**src/rtl/apu_pmu_pkg.sv**
```systemverilog
`default_nettype none
// +----------------------------------------------------------------------+
// | Module      : apu_pmu_pkg                                            |
// | Description : Shared types and default widths for the APU power      |
// |               management blocks (Q-channel device adapters).         |
// | Revision    : 1.0 - initial release                                  |
// +----------------------------------------------------------------------+
package apu_pmu_pkg;

  // Device-side Q-channel handshake states
  typedef enum logic [1:0] {
    QDEV_RUN     = 2'd0,
    QDEV_REQUEST = 2'd1,
    QDEV_STOPPED = 2'd2,
    QDEV_DENIED  = 2'd3
  } qdev_state_e;

  localparam int unsigned OSTD_WIDTH_DEFAULT         = 6;
  localparam int unsigned DENY_TIMEOUT_WIDTH_DEFAULT = 8;

endpackage : apu_pmu_pkg
`default_nettype wire

```
**src/rtl/apu_axi_qchannel_device_if.sv**
```systemverilog
`default_nettype none
// +----------------------------------------------------------------------+
// | Module      : apu_axi_qchannel_device_if                             |
// | Description : AXI handshake signals seen by the Q-channel device     |
// |               adapter. Names are relative to the adapter: i_* flow   |
// |               into it, o_* are produced by it.                       |
// | Revision    : 1.0 - initial release                                  |
// +----------------------------------------------------------------------+
interface apu_axi_qchannel_device_if;

  // AW request path: manager -> adapter -> fabric
  logic i_s_aw_valid;
  logic o_s_aw_ready;
  logic o_m_aw_valid;
  logic i_m_aw_ready;

  // AR request path: manager -> adapter -> fabric
  logic i_s_ar_valid;
  logic o_s_ar_ready;
  logic o_m_ar_valid;
  logic i_m_ar_ready;

  // Response snoops
  logic i_b_valid;
  logic i_b_ready;
  logic i_r_valid;
  logic i_r_ready;
  logic i_r_last;

  // Adapter side
  modport slave (
    input  i_s_aw_valid, i_m_aw_ready,
    input  i_s_ar_valid, i_m_ar_ready,
    input  i_b_valid, i_b_ready,
    input  i_r_valid, i_r_ready, i_r_last,
    output o_s_aw_ready, o_m_aw_valid,
    output o_s_ar_ready, o_m_ar_valid
  );

  // Environment side (manager, fabric and response snoop drivers)
  modport master (
    output i_s_aw_valid, i_m_aw_ready,
    output i_s_ar_valid, i_m_ar_ready,
    output i_b_valid, i_b_ready,
    output i_r_valid, i_r_ready, i_r_last,
    input  o_s_aw_ready, o_m_aw_valid,
    input  o_s_ar_ready, o_m_ar_valid
  );

endinterface : apu_axi_qchannel_device_if
`default_nettype wire

```
**src/rtl/apu_axi_ostd_counter.sv**
```systemverilog
`default_nettype none
// +----------------------------------------------------------------------+
// | Module      : apu_axi_ostd_counter                                   |
// | Description : Saturating up/down outstanding-transaction counter     |
// |               with a sticky underflow flag.                          |
// | Revision    : 1.0 - initial release                                  |
// +----------------------------------------------------------------------+
module apu_axi_ostd_counter
  import apu_pmu_pkg::*;
#(
  parameter int unsigned WIDTH = OSTD_WIDTH_DEFAULT
) (
  input  logic             i_clk,
  input  logic             i_rst_n,
  input  logic             i_inc,
  input  logic             i_dec,
  output logic [WIDTH-1:0] o_cnt,
  output logic             o_full,
  output logic             o_underflow
);

  localparam logic [WIDTH-1:0] c_one = WIDTH'(1);

  logic [WIDTH-1:0] r_cnt;
  logic             r_underflow;
  logic             w_full;
  logic             w_zero;

  assign w_full = &r_cnt;
  assign w_zero = (r_cnt == '0);

  // Count issued requests up and retired responses down; simultaneous
  // inc/dec cancel. A decrement at zero is a protocol error and is latched.
  always_ff @(posedge i_clk or negedge i_rst_n) begin
    if (!i_rst_n) begin
      r_cnt       <= '0;
      r_underflow <= 1'b0;
    end else begin
      case ({i_inc, i_dec})
        2'b10: begin
          if (!w_full) begin
            r_cnt <= r_cnt + c_one;
          end
        end
        2'b01: begin
          if (w_zero) begin
            r_underflow <= 1'b1;
          end else begin
            r_cnt <= r_cnt - c_one;
          end
        end
        default: begin
          r_cnt <= r_cnt;
        end
      endcase
    end
  end

  assign o_cnt       = r_cnt;
  assign o_full      = w_full;
  assign o_underflow = r_underflow;

endmodule : apu_axi_ostd_counter
`default_nettype wire

```
**src/rtl/apu_axi_qchannel_device.sv**
```systemverilog
`default_nettype none
// +----------------------------------------------------------------------+
// | Module      : apu_axi_qchannel_device                                |
// | Description : Q-channel device-side adapter for one AXI manager      |
// |               port. Tracks outstanding traffic, gates new AW/AR      |
// |               requests during quiescence and answers QREQn with      |
// |               QACCEPTn or QDENY.                                     |
// | Revision    : 1.0 - initial release                                  |
// +----------------------------------------------------------------------+
module apu_axi_qchannel_device
  import apu_pmu_pkg::*;
#(
  parameter int unsigned OUTSTANDING_WIDTH  = OSTD_WIDTH_DEFAULT,
  parameter int unsigned DENY_TIMEOUT_WIDTH = DENY_TIMEOUT_WIDTH_DEFAULT
) (
  input  logic                          i_clk,
  input  logic                          i_rst_n,
  input  logic [DENY_TIMEOUT_WIDTH-1:0] i_deny_timeout,
  input  logic                          i_qreq_n,
  output logic                          o_qaccept_n,
  output logic                          o_qdeny,
  output logic                          o_qactive,
  output logic                          o_cnt_err,
  apu_axi_qchannel_device_if.slave      bus
);

  localparam logic [DENY_TIMEOUT_WIDTH-1:0] c_timer_one = DENY_TIMEOUT_WIDTH'(1);

  qdev_state_e                   r_state;
  logic [DENY_TIMEOUT_WIDTH-1:0] r_timer;
  logic                          r_qaccept_n;
  logic                          r_qdeny;
  logic                          r_aw_pend;
  logic                          r_ar_pend;

  logic [OUTSTANDING_WIDTH-1:0]  w_wr_cnt;
  logic [OUTSTANDING_WIDTH-1:0]  w_rd_cnt;
  logic                          w_wr_full;
  logic                          w_rd_full;
  logic                          w_wr_udf;
  logic                          w_rd_udf;
  logic                          w_traffic_ok;
  logic                          w_aw_pass;
  logic                          w_ar_pass;
  logic                          w_m_aw_valid;
  logic                          w_m_ar_valid;
  logic                          w_aw_hs;
  logic                          w_ar_hs;
  logic                          w_b_hs;
  logic                          w_r_last_hs;
  logic                          w_busy;

  // New requests are admitted only outside a quiescence window, and only
  // while the counter has room. A request already presented downstream
  // keeps its pass until it handshakes so VALID is never withdrawn.
  assign w_traffic_ok = (r_state == QDEV_RUN) || (r_state == QDEV_DENIED);
  assign w_aw_pass    = (w_traffic_ok && !w_wr_full) || r_aw_pend;
  assign w_ar_pass    = (w_traffic_ok && !w_rd_full) || r_ar_pend;

  assign w_m_aw_valid = bus.i_s_aw_valid & w_aw_pass;
  assign w_m_ar_valid = bus.i_s_ar_valid & w_ar_pass;

  assign bus.o_m_aw_valid = w_m_aw_valid;
  assign bus.o_s_aw_ready = bus.i_m_aw_ready & w_aw_pass;
  assign bus.o_m_ar_valid = w_m_ar_valid;
  assign bus.o_s_ar_ready = bus.i_m_ar_ready & w_ar_pass;

  assign w_aw_hs     = w_m_aw_valid & bus.i_m_aw_ready;
  assign w_ar_hs     = w_m_ar_valid & bus.i_m_ar_ready;
  assign w_b_hs      = bus.i_b_valid & bus.i_b_ready;
  assign w_r_last_hs = bus.i_r_valid & bus.i_r_ready & bus.i_r_last;

  apu_axi_ostd_counter #(
    .WIDTH (OUTSTANDING_WIDTH)
  ) u_wr_cnt (
    .i_clk       (i_clk),
    .i_rst_n     (i_rst_n),
    .i_inc       (w_aw_hs),
    .i_dec       (w_b_hs),
    .o_cnt       (w_wr_cnt),
    .o_full      (w_wr_full),
    .o_underflow (w_wr_udf)
  );

  apu_axi_ostd_counter #(
    .WIDTH (OUTSTANDING_WIDTH)
  ) u_rd_cnt (
    .i_clk       (i_clk),
    .i_rst_n     (i_rst_n),
    .i_inc       (w_ar_hs),
    .i_dec       (w_r_last_hs),
    .o_cnt       (w_rd_cnt),
    .o_full      (w_rd_full),
    .o_underflow (w_rd_udf)
  );

  // Remember a request that was forwarded but not yet accepted downstream.
  always_ff @(posedge i_clk or negedge i_rst_n) begin
    if (!i_rst_n) begin
      r_aw_pend <= 1'b0;
      r_ar_pend <= 1'b0;
    end else begin
      if (w_aw_hs) begin
        r_aw_pend <= 1'b0;
      end else if (w_m_aw_valid) begin
        r_aw_pend <= 1'b1;
      end
      if (w_ar_hs) begin
        r_ar_pend <= 1'b0;
      end else if (w_m_ar_valid) begin
        r_ar_pend <= 1'b1;
      end
    end
  end

  assign w_busy = (w_wr_cnt != '0) || (w_rd_cnt != '0) || r_aw_pend || r_ar_pend;

  // Q-channel handshake: drain on request, accept when idle, deny when the
  // drain window expires. Drained wins over expiry in the same cycle.
  always_ff @(posedge i_clk or negedge i_rst_n) begin
    if (!i_rst_n) begin
      r_state     <= QDEV_RUN;
      r_timer     <= '0;
      r_qaccept_n <= 1'b1;
      r_qdeny     <= 1'b0;
    end else begin
      case (r_state)
        QDEV_RUN: begin
          if (!i_qreq_n) begin
            r_state <= QDEV_REQUEST;
            r_timer <= i_deny_timeout;
          end
        end
        QDEV_REQUEST: begin
          if (!w_busy) begin
            r_state     <= QDEV_STOPPED;
            r_qaccept_n <= 1'b0;
          end else if (r_timer == '0) begin
            r_state <= QDEV_DENIED;
            r_qdeny <= 1'b1;
          end else begin
            r_timer <= r_timer - c_timer_one;
          end
        end
        QDEV_STOPPED: begin
          if (i_qreq_n) begin
            r_state     <= QDEV_RUN;
            r_qaccept_n <= 1'b1;
          end
        end
        QDEV_DENIED: begin
          if (i_qreq_n) begin
            r_state <= QDEV_RUN;
            r_qdeny <= 1'b0;
          end
        end
        default: begin
          r_state     <= QDEV_RUN;
          r_qaccept_n <= 1'b1;
          r_qdeny     <= 1'b0;
        end
      endcase
    end
  end

  assign o_qaccept_n = r_qaccept_n;
  assign o_qdeny     = r_qdeny;
  // A raw manager VALID must be visible even while stopped, so the
  // controller can restart the gated fabric clock.
  assign o_qactive   = w_busy | bus.i_s_aw_valid | bus.i_s_ar_valid;
  assign o_cnt_err   = w_wr_udf | w_rd_udf;

endmodule : apu_axi_qchannel_device
`default_nettype wire

```
**src/flat_wrapper.sv**
```systemverilog
// flat-port wrapper written by rule: the top's interface ports become plain ports
module apu_axi_qchannel_device_flat import apu_pmu_pkg::*;
#(
  parameter int unsigned OUTSTANDING_WIDTH  = OSTD_WIDTH_DEFAULT,
  parameter int unsigned DENY_TIMEOUT_WIDTH = DENY_TIMEOUT_WIDTH_DEFAULT
)
  (i_clk, i_rst_n, i_deny_timeout, i_qreq_n, o_qaccept_n, o_qdeny, o_qactive, o_cnt_err, bus_i_s_aw_valid, bus_i_m_aw_ready, bus_i_s_ar_valid, bus_i_m_ar_ready, bus_i_b_valid, bus_i_b_ready, bus_i_r_valid, bus_i_r_ready, bus_i_r_last, bus_o_s_aw_ready, bus_o_m_aw_valid, bus_o_s_ar_ready, bus_o_m_ar_valid);
  apu_axi_qchannel_device_if bus_i ();
  input  logic i_clk;
  input  logic i_rst_n;
  input  logic [DENY_TIMEOUT_WIDTH-1:0] i_deny_timeout;
  input  logic i_qreq_n;
  output logic o_qaccept_n;
  output logic o_qdeny;
  output logic o_qactive;
  output logic o_cnt_err;
  input wire logic [$bits(bus_i.i_s_aw_valid)-1:0] bus_i_s_aw_valid;
  input wire logic [$bits(bus_i.i_m_aw_ready)-1:0] bus_i_m_aw_ready;
  input wire logic [$bits(bus_i.i_s_ar_valid)-1:0] bus_i_s_ar_valid;
  input wire logic [$bits(bus_i.i_m_ar_ready)-1:0] bus_i_m_ar_ready;
  input wire logic [$bits(bus_i.i_b_valid)-1:0] bus_i_b_valid;
  input wire logic [$bits(bus_i.i_b_ready)-1:0] bus_i_b_ready;
  input wire logic [$bits(bus_i.i_r_valid)-1:0] bus_i_r_valid;
  input wire logic [$bits(bus_i.i_r_ready)-1:0] bus_i_r_ready;
  input wire logic [$bits(bus_i.i_r_last)-1:0] bus_i_r_last;
  output wire logic [$bits(bus_i.o_s_aw_ready)-1:0] bus_o_s_aw_ready;
  output wire logic [$bits(bus_i.o_m_aw_valid)-1:0] bus_o_m_aw_valid;
  output wire logic [$bits(bus_i.o_s_ar_ready)-1:0] bus_o_s_ar_ready;
  output wire logic [$bits(bus_i.o_m_ar_valid)-1:0] bus_o_m_ar_valid;
  assign bus_i.i_s_aw_valid = bus_i_s_aw_valid;
  assign bus_i.i_m_aw_ready = bus_i_m_aw_ready;
  assign bus_i.i_s_ar_valid = bus_i_s_ar_valid;
  assign bus_i.i_m_ar_ready = bus_i_m_ar_ready;
  assign bus_i.i_b_valid = bus_i_b_valid;
  assign bus_i.i_b_ready = bus_i_b_ready;
  assign bus_i.i_r_valid = bus_i_r_valid;
  assign bus_i.i_r_ready = bus_i_r_ready;
  assign bus_i.i_r_last = bus_i_r_last;
  assign bus_o_s_aw_ready = bus_i.o_s_aw_ready;
  assign bus_o_m_aw_valid = bus_i.o_m_aw_valid;
  assign bus_o_s_ar_ready = bus_i.o_s_ar_ready;
  assign bus_o_m_ar_valid = bus_i.o_m_ar_valid;
  apu_axi_qchannel_device #(.OUTSTANDING_WIDTH(OUTSTANDING_WIDTH), .DENY_TIMEOUT_WIDTH(DENY_TIMEOUT_WIDTH)) u_core (.i_clk(i_clk), .i_rst_n(i_rst_n), .i_deny_timeout(i_deny_timeout), .i_qreq_n(i_qreq_n), .o_qaccept_n(o_qaccept_n), .o_qdeny(o_qdeny), .o_qactive(o_qactive), .o_cnt_err(o_cnt_err), .bus(bus_i));
endmodule
```
**config.mk**
```make
export PLATFORM = sky130hd
export DESIGN_NAME = apu_axi_qchannel_device_flat
export DESIGN_NICKNAME = d
export VERILOG_FILES = /design/src/rtl/apu_pmu_pkg.sv /design/src/rtl/apu_axi_qchannel_device_if.sv /design/src/rtl/apu_axi_ostd_counter.sv /design/src/rtl/apu_axi_qchannel_device.sv /design/src/flat_wrapper.sv
export SDC_FILE = /design/constraint.sdc
export NUM_CORES = 1
export LEC_CHECK = 0
export CORE_ASPECT_RATIO = 1.4
export CORE_UTILIZATION = 48
export CTS_CLUSTER_SIZE = 10
export DETAILED_ROUTE_END_ITERATION = 16
export HOLD_SLACK_MARGIN = 0.08
export PLACE_DENSITY_LB_ADDON = 0.1
export SYNTH_ARGS = -nofsm -noshare
export SYNTH_HDL_FRONTEND = slang
export SYNTH_SLANG_ARGS = --single-unit
export TNS_END_PERCENT = 30
```
**constraint.sdc**
```tcl
create_clock -name i_clk -period 3.8 [get_ports i_clk]
set_input_delay 0.76 -clock i_clk [delete_from_list [all_inputs] [get_ports i_clk]]
set_output_delay 0.76 -clock i_clk [all_outputs]
set_load 0.005 [all_outputs]
```
==> Word level (Yosys, flattened, before mapping) <==
Cells that the tools add are included.
{ "word_totals": {"regBits": 28, "inputBits": 20, "output_inout_bits": 8, "wordCells": 107} }
{ "classes": {"n_addsub": 5, "n_eq_ne": 20, "muxes": 26, "bitwise": 12, "reduce_logical": 34} }
{ "ops": {"columns": ["op", "n"], "rows": [
  ["$mux W6", 4],
  ["$mux W8", 3],
  ["$pmux W6 S2", 2],
  ["$ne A2 B2 Y1 const B", 9],
  ["$pmux W8 S2", 1],
  ["$reduce_bool A2 Y1", 7],
  ["$add A6 B1 Y6 const B", 2],
  ["$logic_not A6 Y1", 2],
  ["$reduce_and A3 Y1", 4],
  ["$reduce_and A6 Y1", 2],
  ["$reduce_bool A6 Y1", 2],
  ["$sub A6 B1 Y6 const B", 2],
  ["$and A1 B1 Y1", 9],
  ["$mux W1", 9],
  ["$eq A2 B2 Y1 const B", 4],
  ["$logic_not A8 Y1", 1],
  ["$mux W2", 4],
  ["$reduce_and A4 Y1", 2],
  ["$sub A8 B1 Y8 const B", 1],
  ["$eq A2 B1 Y1 const B", 3],
  ["$logic_or A1 B1 Y1", 6],
  ["$ne A2 B1 Y1 const B", 3],
  ["$pmux W2 S3", 1],
  ["$pmux W1 S2", 2],
  ["7 further kinds", 12]
]} }

==> Logic depth before layout (Yosys ltp) <==
Gate-level depths: netlist of run 1.
{ "depth": {"depth_word": 9, "mapped_depth": 12, "ltp_nobuf": 11} }

==> Cells and area by module <==
From an unflattened synthesis of run 1, not the netlist that was laid out.
{ "unflattened": {"cells_unflattened": 221, "area_unflattened_um2": 1974.4} }
{ "by_module_without_submodules": {"columns": ["module", "instances", "cells_per_inst", "area_each_um2", "seq_area_each_um2"], "rows": [
  ["apu_axi_qchannel_device", 1, 127, 1063.5, 351.6],
  ["apu_axi_ostd_counter", 2, 47, 455.4, 175.2]
]} }

==> Worst setup path after synthesis of run 1 <==
No wires, ideal clock.
{ "synth_path": {"path_kind": "reg2out", "from": "register u_core.u_rd_cnt.r_cnt[2] (netlist: u_core.u_rd_cnt.o_cnt[2])", "to": "output port o_qactive", "t_arrival_ns": 1.612, "t_required_ns": 3.040, "setup_slack_ns": 1.428, "path_stages_with_launch": 6, "path_buffers": 1, "path_cell_list": "dfrtp_1 -> buf_6 -> or2_4 -> nor4_1 -> nand3_1 -> or3_1"} }
{ "synth_via": {"elab_chain_len": 6} }
{ "synth_rtl": {"columns": ["item", "line_no", "rtl"], "rows": [
  ["start: declaration", "apu_axi_ostd_counter.sv:24", "logic [WIDTH-1:0] r_cnt;"],
  ["start signal: assignment", "apu_axi_ostd_counter.sv:42", "r_cnt <= r_cnt + c_one;"],
  ["start signal: assignment", "apu_axi_ostd_counter.sv:49", "r_cnt <= r_cnt - c_one;"],
  ["start signal: assignment", "apu_axi_ostd_counter.sv:53", "r_cnt <= r_cnt;"],
  ["$reduce_bool A6 Y1", "apu_axi_qchannel_device.sv:116", "assign w_busy = (w_wr_cnt != '0) || (w_rd_cnt != '0) || r_aw_pend || r_ar_pend;"],
  ["$logic_or A1 B1 Y1 (3 in a row)", "apu_axi_qchannel_device.sv:116", null],
  ["$or A1 B1 Y1 (2 in a row)", "apu_axi_qchannel_device.sv:170", "assign o_qactive = w_busy | bus.i_s_aw_valid | bus.i_s_ar_valid;"],
  ["end: declaration", "flat_wrapper.sv:15", "output logic o_qactive;"]
]} }
Every way passes these cells.

==> Worst setup path after layout of run 1 <==
Same ends and word-level chain as after synthesis.

==> impl_metrics.env, run 1 <==
export IMPL_cts_tree="done"
export IMPL_syn2layout_area_growth_pct=17.5
export IMPL_grt_pass1_vias=1811
export IMPL_drc_errors=3
export IMPL_post_cts_buffers=0
export IMPL_grt_start_max_net_pins=29
export IMPL_grt_total_usage_pct=22.3
export IMPL_finalHoldViolCount=0
export IMPL_p_leak_nw=1.01
export IMPL_final_nets=291
export IMPL_syn_num_nets=265
export IMPL_start_kind="flip-flop"
export IMPL_finalSetupViolations=0
export IMPL_placed_area_mm2=0.00235
export IMPL_clockBufferDepth=2
export IMPL_die_w_um=57.4
export IMPL_path_buf_inv=1
export IMPL_synthTopCellsByArea="dfrtp_1 33%, ha_1 4.9%, o22ai_1 4.6%, a21oi_1 3.9%, nand2_1 3.3%"
export IMPL_worstPathMaxFanout=9
export IMPL_synth_common_cells="27 x dfrtp_1, 18 x nand2_1, 16 x a21oi_1, 16 x nor2_1, 15 x o22ai_1"
export IMPL_ant_nets=0
export IMPL_netlist_instances=237
export IMPL_first_iter_violations=69
export IMPL_design_die_area_mm2=0.00456
export IMPL_power_density_mw_per_mm2=687
export IMPL_tightest_slew_ns=0.664
export IMPL_fmax_ghz=0.282
export IMPL_fin_area_mm2=0.00242
export IMPL_maxCapViolations=0
export IMPL_cp_slowest_cell="nor4_1"
export IMPL_netlist_area_mm2=0.00206
export IMPL_crit_family="simple AND/OR/NAND/NOR gates"
export IMPL_drive_gt1_share_pct=8.02
export IMPL_ir_drop_mv=0.335
export IMPL_rsz0062_at_grt="false"
export IMPL_coreArea_mm2=0.00402
export IMPL_row_count=27
export IMPL_synth_most_common_cell="dfrtp_1"
export IMPL_pin_count=28
export IMPL_hold_buffers=0
export IMPL_grt_pass1_wl_um=8010
export IMPL_end_kind="output pin"
export IMPL_die_height_um=79.5
export IMPL_initial_core_util_pct=51.3
export IMPL_antenna_found_initial=0
export IMPL_cts_root_buf="clkbuf_8"
export IMPL_grt_ovfl_total=0
export IMPL_arrival_ns=2.79
export IMPL_multiInputGateArea_mm2=0.00127
export IMPL_finalMaxSlewViolations=0
export IMPL_fin_setup_tns_ns=0
export IMPL_run_status="finished with violations"
export IMPL_seqCellArea_um2=702
export IMPL_synth_distinct_cells=58
export IMPL_yosysTopAreaCell="dfrtp_1"
export IMPL_crit_chain="or2_4 > nor4_1 > nand3_1 > or3_1 > clkdlybuf4s50_1"
export IMPL_place_gp_congestion=0.896
export IMPL_min_delay_path_class="flip-flop to flip-flop"
export IMPL_clock_latency_ns=0.29
export IMPL_postRouteWirelength_um=4750
export IMPL_holdWs_ns=0.473
export IMPL_dp_cells=301
export IMPL_first_pass_iters=12
export IMPL_async_reset_ff_share_pct=100
export IMPL_cts_htree_levels=1
export IMPL_timing_final_crit_share_pct=93.4
export IMPL_required_ns=3.04
export IMPL_instances_no_fill=305
export IMPL_cts_sinks=28
export IMPL_crit_type="flip-flop to output pin"
export IMPL_yosysTopAreaCellShare_pct=32.8
export IMPL_routed_via_count=1874
export IMPL_violations="design-rule violations"
export IMPL_wire_per_inst_um=15.6
export IMPL_via_per_inst=6.14
export IMPL_clkTransAtPathRegs_ns=0.10
export IMPL_max_stage_delay_ns=0.55
export IMPL_ys_ff_latch=28
export IMPL_max_slew_margin_pct=55.3
export IMPL_cts_made_buffers=3
export IMPL_skew_ns=0.0123
export IMPL_fillCellCount=371
export IMPL_dp_hpwl_um=3520
export IMPL_finalPower_mw=1.66
export IMPL_yosysSeqAreaShare_pct=34.1
export IMPL_cts_resized_gates=0
export IMPL_fin_crit_ns=3.55
export IMPL_synth_ff_type="dfrtp_1"
export IMPL_yosysWarningCount=0
export IMPL_antenna_cells=0
export IMPL_io_buffers=27
export IMPL_syn_avg_cell_area_um2=8.70
export IMPL_synth_edf_count=0
[cells in the final DEF, fill, tap and decap left out, types with 4 or more instances in the layout]
master,synthesis,layout
a21oi_1,16,16
and3_1,6,6
clkdlybuf4s50_1,0,27
dfrtp_1,27,27
ha_1,8,8
inv_1,10,10
mux2i_1,6,6
nand2_1,18,18
nand3_1,11,11
nor2_1,16,16
nor2b_1,6,6
nor3_1,11,11
nor4_1,5,5
o21ai_0,7,7
o22ai_1,15,15
or3_1,4,4
xnor2_1,5,5
xor2_1,4,4
[logic make-up after synthesis]
kind of cell               count (synthesis)  share of synthesized area (%)
and+or+nand+nor                           98                           26.0
AOI/OAI and AO/OA                         67                           22.6
DFF                                       28                           34.1
buffers and inverters                     18                           4.07
xor gates and xnor gates                   9                           3.82
muxes                                      9                           4.55
adders and majority gates                  8                           4.86
[flip-flops by register name (all words and copies together), names as in the netlist, 2 cells and up]
| register | flops |
|---|---|
| u_core.u_rd_cnt.o_cnt | 6 |
| u_core.u_wr_cnt.o_cnt | 6 |
| u_core.r_timer | 8 |
| u_core.r_state | 2 |
[worst paths after layout]
check	slack, ns	endpoint	start	cells after the start
max	0.25	o_qactive	u_core.u_rd_cnt.o_cnt[2]	5
min	0.47	u_core.u_wr_cnt.o_underflow	u_core.u_wr_cnt.o_underflow	1
max reg2reg	1.16	u_core.u_rd_cnt.o_cnt[4]	u_core.u_rd_cnt.o_cnt[2]	10
min reg2reg	0.47	u_core.u_wr_cnt.o_underflow	u_core.u_wr_cnt.o_underflow	1
max in group asynchronous	2.65	u_core.o_qaccept_n	i_rst_n	2
min in group asynchronous	0.84	u_core.r_state[1]	i_rst_n	2
[final cells by class]
cell class | instances | area share [%]
Clock buffer | 3 | 1.71
Clock inverter | 1 | 1.24
Inverter | 11 | 1.71
Multi-Input combinational cell | 191 | 52.7
Sequential cell | 28 | 29.0
Tap cell | 43 | 2.22
Timing Repair Buffer | 28 | 11.5
[worst register-to-register path: stages, from the launching register on]
cell	delay, ns
dfrtp_1	0.49
and3_1	0.32
nand4_1	0.21
a21oi_1	0.40
xor2_1	0.18
ha_1	0.25
nand3_1	0.13
a211oi_1	0.19
a21oi_1	0.09
a22oi_1	0.17
xor2_1	0.15
[stage by stage]
| stage | util [%] | worst slack (ns) |
|---|---|---|
| after detailed placement | 58.5 | 0.566 |
| after CTS | 60.2 | 0.258 |
| after floorplan | - | 1.43 |
| after global placement | 58.5 | 0.522 |
| final | 60.2 | 0.250 |
| after global routing | 60.2 | 0.137 |
[per-layer routing]
metal	vias to the layer above	GRT usage (%)	wire, um
met4	0	10.7	132
li1	937	-	-
met2	49	39.5	2380
met3	12	2.43	171
met5	-	0	0
met1	876	26.1	2070
[where the power goes]
group          switching [mW]  total [mW]  internal, mW  leakage (nW)
Clock                  0.0984       0.240         0.141        0.0357
Sequential              0.194       0.628         0.434         0.324
Combinational           0.415       0.796         0.381         0.651
Total                   0.708        1.66         0.956          1.01
(Power assumes the default switching activity.)
==> run 2, diff against run 1 <==
Settings changed: SETUP_SLACK_MARGIN set to 0.3.
==> run 2 against run 1 <==
Net effect: the run still ends with design-rule violations left; flip-flop and latch count unchanged; die area stayed put; clock power is essentially flat; final cell count is the same; clock-buffer cell count unchanged; non-clock buffer count unchanged; largest power group unchanged; global-route usage about the same; power up 0.24%; via count up 0.27%.
==> impl_metrics.env, run 2 (synthesized netlist as in run 1, its figures left out) <==
export IMPL_run_status="finished with violations"
export IMPL_violations="design-rule violations"
export IMPL_grt_start_max_net_pins=29
export IMPL_io_buffers=27
export IMPL_rr_worst_depth=10
export IMPL_first_pass_iters=11
export IMPL_final_nets=291
export IMPL_rr_endpoint="u_core.u_rd_cnt.o_cnt[4]"
export IMPL_syn2layout_area_growth_pct=17.8
export IMPL_cp_slowest_cell="dfrtp_1"
export IMPL_clockBufferDepth=2
export IMPL_timing_final_crit_share_pct=87.7
export IMPL_cts_root_buf="clkbuf_8"
export IMPL_cts_made_buffers=3
export IMPL_setup_slack_ns=0.468
export IMPL_tightest_slew_ns=0.659
export IMPL_reg2reg_slack_ns=1.17
export IMPL_ir_drop_mv=0.335
export IMPL_drive_gt1_share_pct=8.40
export IMPL_post_place_ws_ns=0.566
export IMPL_crit_family="simple AND/OR/NAND/NOR gates"
export IMPL_p_leak_nw=1.01
export IMPL_pin_count=28
export IMPL_grt_ovfl_total=0
export IMPL_die_height_um=79.5
export IMPL_drc_errors=6
export IMPL_start_kind="flip-flop"
export IMPL_top_register="u_core.r_timer"
export IMPL_skew_ns=0.0105
export IMPL_fin_setup_tns_ns=0
export IMPL_finalHoldViolCount=0
export IMPL_grt_pass1_wl_um=8000
export IMPL_antenna_cells=0
export IMPL_coreArea_mm2=0.00402
export IMPL_cts_sinks=28
export IMPL_ant_nets=0
export IMPL_finalPower_mw=1.67
export IMPL_initial_core_util_pct=51.3
export IMPL_max_stage_delay_ns=0.47
export IMPL_finalSetupViolations=0
export IMPL_dp_cells=301
export IMPL_clock_latency_ns=0.29
export IMPL_antenna_found_initial=0
export IMPL_crit_chain="or2_4 > nor4_2 > nand3_1 > or3_1 > clkdlybuf4s50_1"
export IMPL_postRouteWirelength_um=4720
export IMPL_min_delay_path_class="flip-flop to flip-flop"
export IMPL_instances_no_fill=305
export IMPL_max_slew_margin_pct=55.6
export IMPL_grt_pass1_vias=1810
export IMPL_min_to="u_core.u_wr_cnt.o_underflow"
export IMPL_layout_common_cells="27 x clkdlybuf4s50_1, 27 x dfrtp_1, 18 x nand2_1"
export IMPL_holdCritStartpoint="u_core.u_wr_cnt.o_underflow"
export IMPL_hold_buffers=0
export IMPL_routed_via_count=1879
export IMPL_fillCellCount=370
export IMPL_place_gp_congestion=0.896
export IMPL_required_ns=3.04
export IMPL_via_per_inst=6.16
export IMPL_cts_htree_levels=1
export IMPL_crit_type="flip-flop to output pin"
export IMPL_fin_crit_ns=3.33
export IMPL_cts_tree="done"
export IMPL_rsz0062_at_grt="false"
export IMPL_finalMaxSlewViolations=0
export IMPL_dp_hpwl_um=3520
export IMPL_largest_reg_flops=8
export IMPL_wire_per_inst_um=15.5
export IMPL_maxCapViolations=0
export IMPL_grt_total_usage_pct=22.2
export IMPL_die_w_um=57.4
export IMPL_holdPathStages=1
export IMPL_design_die_area_mm2=0.00456
export IMPL_worstPathMaxFanout=9
export IMPL_post_route_util_pct=60.4
export IMPL_reg2reg_from="u_core.u_rd_cnt.o_cnt[2]"
export IMPL_row_count=27
export IMPL_power_density_mw_per_mm2=687
export IMPL_end_kind="output pin"
export IMPL_clkTransAtPathRegs_ns=0.10
export IMPL_arrival_ns=2.57
export IMPL_path_buf_inv=1
export IMPL_first_iter_violations=55
export IMPL_fmax_ghz=0.300
-- run 2: cell count changes in the layout (fill, tap and decap cells not counted) --
cell,previous run,this run
nor4_1,5,4
nor4_2,0,1
-- run 2: layer usage --
layer	share of wire (%)	vias to the layer above	track usage, %
met3	3.1	14	2.43
li1	-	937	-
met4	2.9	0	10.7
met5	0	-	0
met1	44	879	26.1
met2	50	49	39.4
-- run 2: layout make-up --
cell class | count | area [um^2] | share of cell area, %
clock buffers | 3 | 41.3 | 1.70
repair buffers | 28 | 278 | 11.4
inverters | 11 | 41.3 | 1.70
multi-input cells | 191 | 1280 | 52.8
clock inverters | 1 | 30.0 | 1.24
flip-flops and latches | 28 | 702 | 28.9
well taps | 43 | 53.8 | 2.22
-- run 2: report_power, final --
| group | switching (mW) | internal, mW |
|---|---|---|
| Clock | 0.0992 | 0.141 |
| Sequential | 0.196 | 0.434 |
| Combinational | 0.416 | 0.381 |
-- run 2: worst max-delay path by stage --
| stage | from | end | slack (ns) | cells after the start |
|---|---|---|---|---|
| 5_1_grt | u_core.u_wr_cnt.o_cnt[2] | o_qactive | 0.32 | 5 |
| 3_3_place_gp | u_core.u_rd_cnt.o_cnt[2] | o_qactive | 0.52 | 5 |
| 3_5_place_dp | u_core.u_rd_cnt.o_cnt[2] | o_qactive | 0.57 | 5 |
| 4_1_cts | u_core.u_rd_cnt.o_cnt[2] | o_qactive | 0.48 | 5 |
| 2_1_floorplan | u_core.u_rd_cnt.o_cnt[2] | o_qactive | 1.43 | 5 |
| 6_report | u_core.u_rd_cnt.o_cnt[2] | o_qactive | 0.47 | 5 |
-- run 2: metrics by stage --
stage          hold slack, ns  instance area [um^2]
2_1_floorplan           0.420                  2060
5_1_grt                 0.492                  2430
6_report                0.473                  2430
3_3_place_gp            0.436                  2350
4_1_cts                 0.474                  2430
3_5_place_dp            0.441                  2350
-- run 2: worst reg2reg max path, stage by stage (launching register included) --
cell and delay (ns):
dfrtp_1 0.48, and3_1 0.31, nand4_1 0.21, a21oi_1 0.40, xor2_1 0.18, ha_1 0.25
nand3_1 0.13, a211oi_1 0.19, a21oi_1 0.09, a22oi_1 0.17, xor2_1 0.15
-- run 2: what timing repair did --
| item | 4_1_cts | 5_1_grt |
|---|---|---|
| gates resized for setup | 1 | 0 |
| endpoints found under the setup margin | 1 | 0 |
| buffers inserted | 0 | 0 |
==> run 3, diff against run 2 <==
Settings changed: CORE_ASPECT_RATIO 1.4 to not set.
==> run 3 against run 2 <==
Net effect: the flow now finishes without violations; clock power fell by 20%; die area barely moved; flip-flop and latch count did not move; global-route usage fell by 0.57 points; largest cell class unchanged; first-iteration DRC count rose to 2.9 times the previous value; setup slack barely moved; power fell by 2.3%; clock-buffer cell count rose by 1; highest routed layer unchanged; utilization fell by 0.56 points; sequential power rose by 0.8%; fmax barely moved.
==> impl_metrics.env, run 3 (synthesized netlist as in run 1, its figures left out) <==
export IMPL_run_status="completed"
export IMPL_arrival_ns=2.57
export IMPL_via_per_inst=5.99
export IMPL_largest_reg_flops=8
export IMPL_finalPower_mw=1.63
export IMPL_min_delay_path_class="flip-flop to flip-flop"
export IMPL_grt_pass1_vias=1646
export IMPL_clock_latency_ns=0.28
export IMPL_cts_htree_levels=1
export IMPL_syn2layout_area_growth_pct=17.8
export IMPL_fin_setup_tns_ns=0
export IMPL_fin_crit_ns=3.33
export IMPL_wire_per_inst_um=15.0
export IMPL_routed_via_count=1874
export IMPL_place_gp_congestion=0.904
export IMPL_start_kind="flip-flop"
export IMPL_grt_pass1_wl_um=7400
export IMPL_design_die_area_mm2=0.00456
export IMPL_layout_common_cells="27 x clkdlybuf4s50_1, 27 x dfrtp_1, 18 x nand2_1"
export IMPL_clkTransAtPathRegs_ns=0.10
export IMPL_top_register="u_core.r_timer"
export IMPL_worstPathMaxFanout=6
export IMPL_crit_type="flip-flop to output pin"
export IMPL_rr_endpoint="u_core.u_rd_cnt.o_cnt[4]"
export IMPL_io_buffers=27
export IMPL_pin_count=28
export IMPL_maxCapViolations=0
export IMPL_finalHoldViolCount=0
export IMPL_post_place_ws_ns=0.645
export IMPL_drive_gt1_share_pct=8.75
export IMPL_holdWs_ns=0.458
export IMPL_finalMaxSlewViolations=0
export IMPL_grt_total_usage_pct=21.7
export IMPL_ir_drop_mv=0.344
export IMPL_drc_errors=0
export IMPL_fmax_ghz=0.300
export IMPL_cts_sinks=28
export IMPL_die_height_um=67.5
export IMPL_tightest_slew_ns=0.584
export IMPL_grt_start_max_net_pins=29
export IMPL_required_ns=3.04
export IMPL_final_nets=292
export IMPL_antenna_found_initial=0
export IMPL_timing_final_crit_share_pct=87.7
export IMPL_skew_ns=0.00403
export IMPL_antenna_cells=0
export IMPL_setup_slack_ns=0.468
export IMPL_reg2reg_from="u_core.u_rd_cnt.o_cnt[2]"
export IMPL_placed_area_mm2=0.00237
export IMPL_reg2reg_slack_ns=1.06
export IMPL_rr_worst_depth=10
export IMPL_finalSetupViolations=0
export IMPL_dp_hpwl_um=3470
export IMPL_coreArea_mm2=0.00406
export IMPL_postRouteWirelength_um=4680
export IMPL_grt_ovfl_total=0
export IMPL_ant_nets=0
export IMPL_cts_root_buf="clkbuf_8"
export IMPL_holdCritStartpoint="u_core.u_wr_cnt.o_underflow"
export IMPL_cts_tree="done"
export IMPL_p_leak_nw=1.01
export IMPL_clockBufferDepth=2
export IMPL_first_pass_iters=4
export IMPL_rsz0062_at_grt="false"
export IMPL_min_to="u_core.u_wr_cnt.o_underflow"
export IMPL_cts_made_buffers=3
export IMPL_fin_area_mm2=0.00243
export IMPL_initial_core_util_pct=50.8
export IMPL_power_density_mw_per_mm2=671
export IMPL_row_count=23
export IMPL_die_w_um=67.5
export IMPL_max_slew_margin_pct=60.6
export IMPL_first_iter_violations=160
export IMPL_end_kind="output pin"
export IMPL_holdPathStages=1
## run 3: cell type report
cell class                 instances  area [um^2]
fill                             376         1630
clock buffer                       4         55.1
inverter                          11         41.3
timing repair buffer              29          285
tap                               50         62.6
multi-input combinational        191         1280
sequential                        28          702
## run 3: power by group
group          switching [mW]  leakage [nW]  total, mW  internal, mW
registers               0.202         0.324      0.635         0.434
clock network          0.0997        0.0288      0.193        0.0930
logic                   0.419         0.656      0.801         0.383
## run 3: per-stage QoR
stage          utilization, %  instances
2_1_floorplan               -        237
3_3_place_gp             58.3        309
3_5_place_dp             58.3        309
4_1_cts                  59.7        313
5_1_grt                  59.8        313
6_report                 59.8        313
## run 3: repair_timing
item | 4_1_cts | 5_1_grt
setup endpoints to repair | 0 | 1
resized for setup | 0 | 1
buffers inserted | 0 | 0
hold buffers | 0 | 0
## run 3: per-layer routing
layer | global-route usage [%] | vias to the layer above | part of all wire (%)
met5 | 0 | - | 0
met4 | 7.71 | 0 | 0.94
met3 | 2.70 | 4 | 3.7
met2 | 34.7 | 40 | 47
met1 | 29.7 | 890 | 48
li1 | - | 940 | -
## run 3: worst max-delay path by stage
stage	from	endpoint
after floorplan	u_core.u_rd_cnt.o_cnt[2]	o_qactive
after global routing	u_core.u_rd_cnt.o_cnt[2]	o_qactive
after CTS	u_core.u_rd_cnt.o_cnt[3]	o_qactive
after global placement	u_core.u_rd_cnt.o_cnt[3]	o_qactive
after detailed placement	u_core.u_rd_cnt.o_cnt[2]	o_qactive
final	u_core.u_rd_cnt.o_cnt[3]	o_qactive
## run 3: critical path, cell delays in order (launching register included)
cell,delay [ns]
dfrtp_1,0.46
or2_4,0.30
nor4_2,0.40
nand3_1,0.28
or3_1,0.39
clkdlybuf4s50_1,0.46
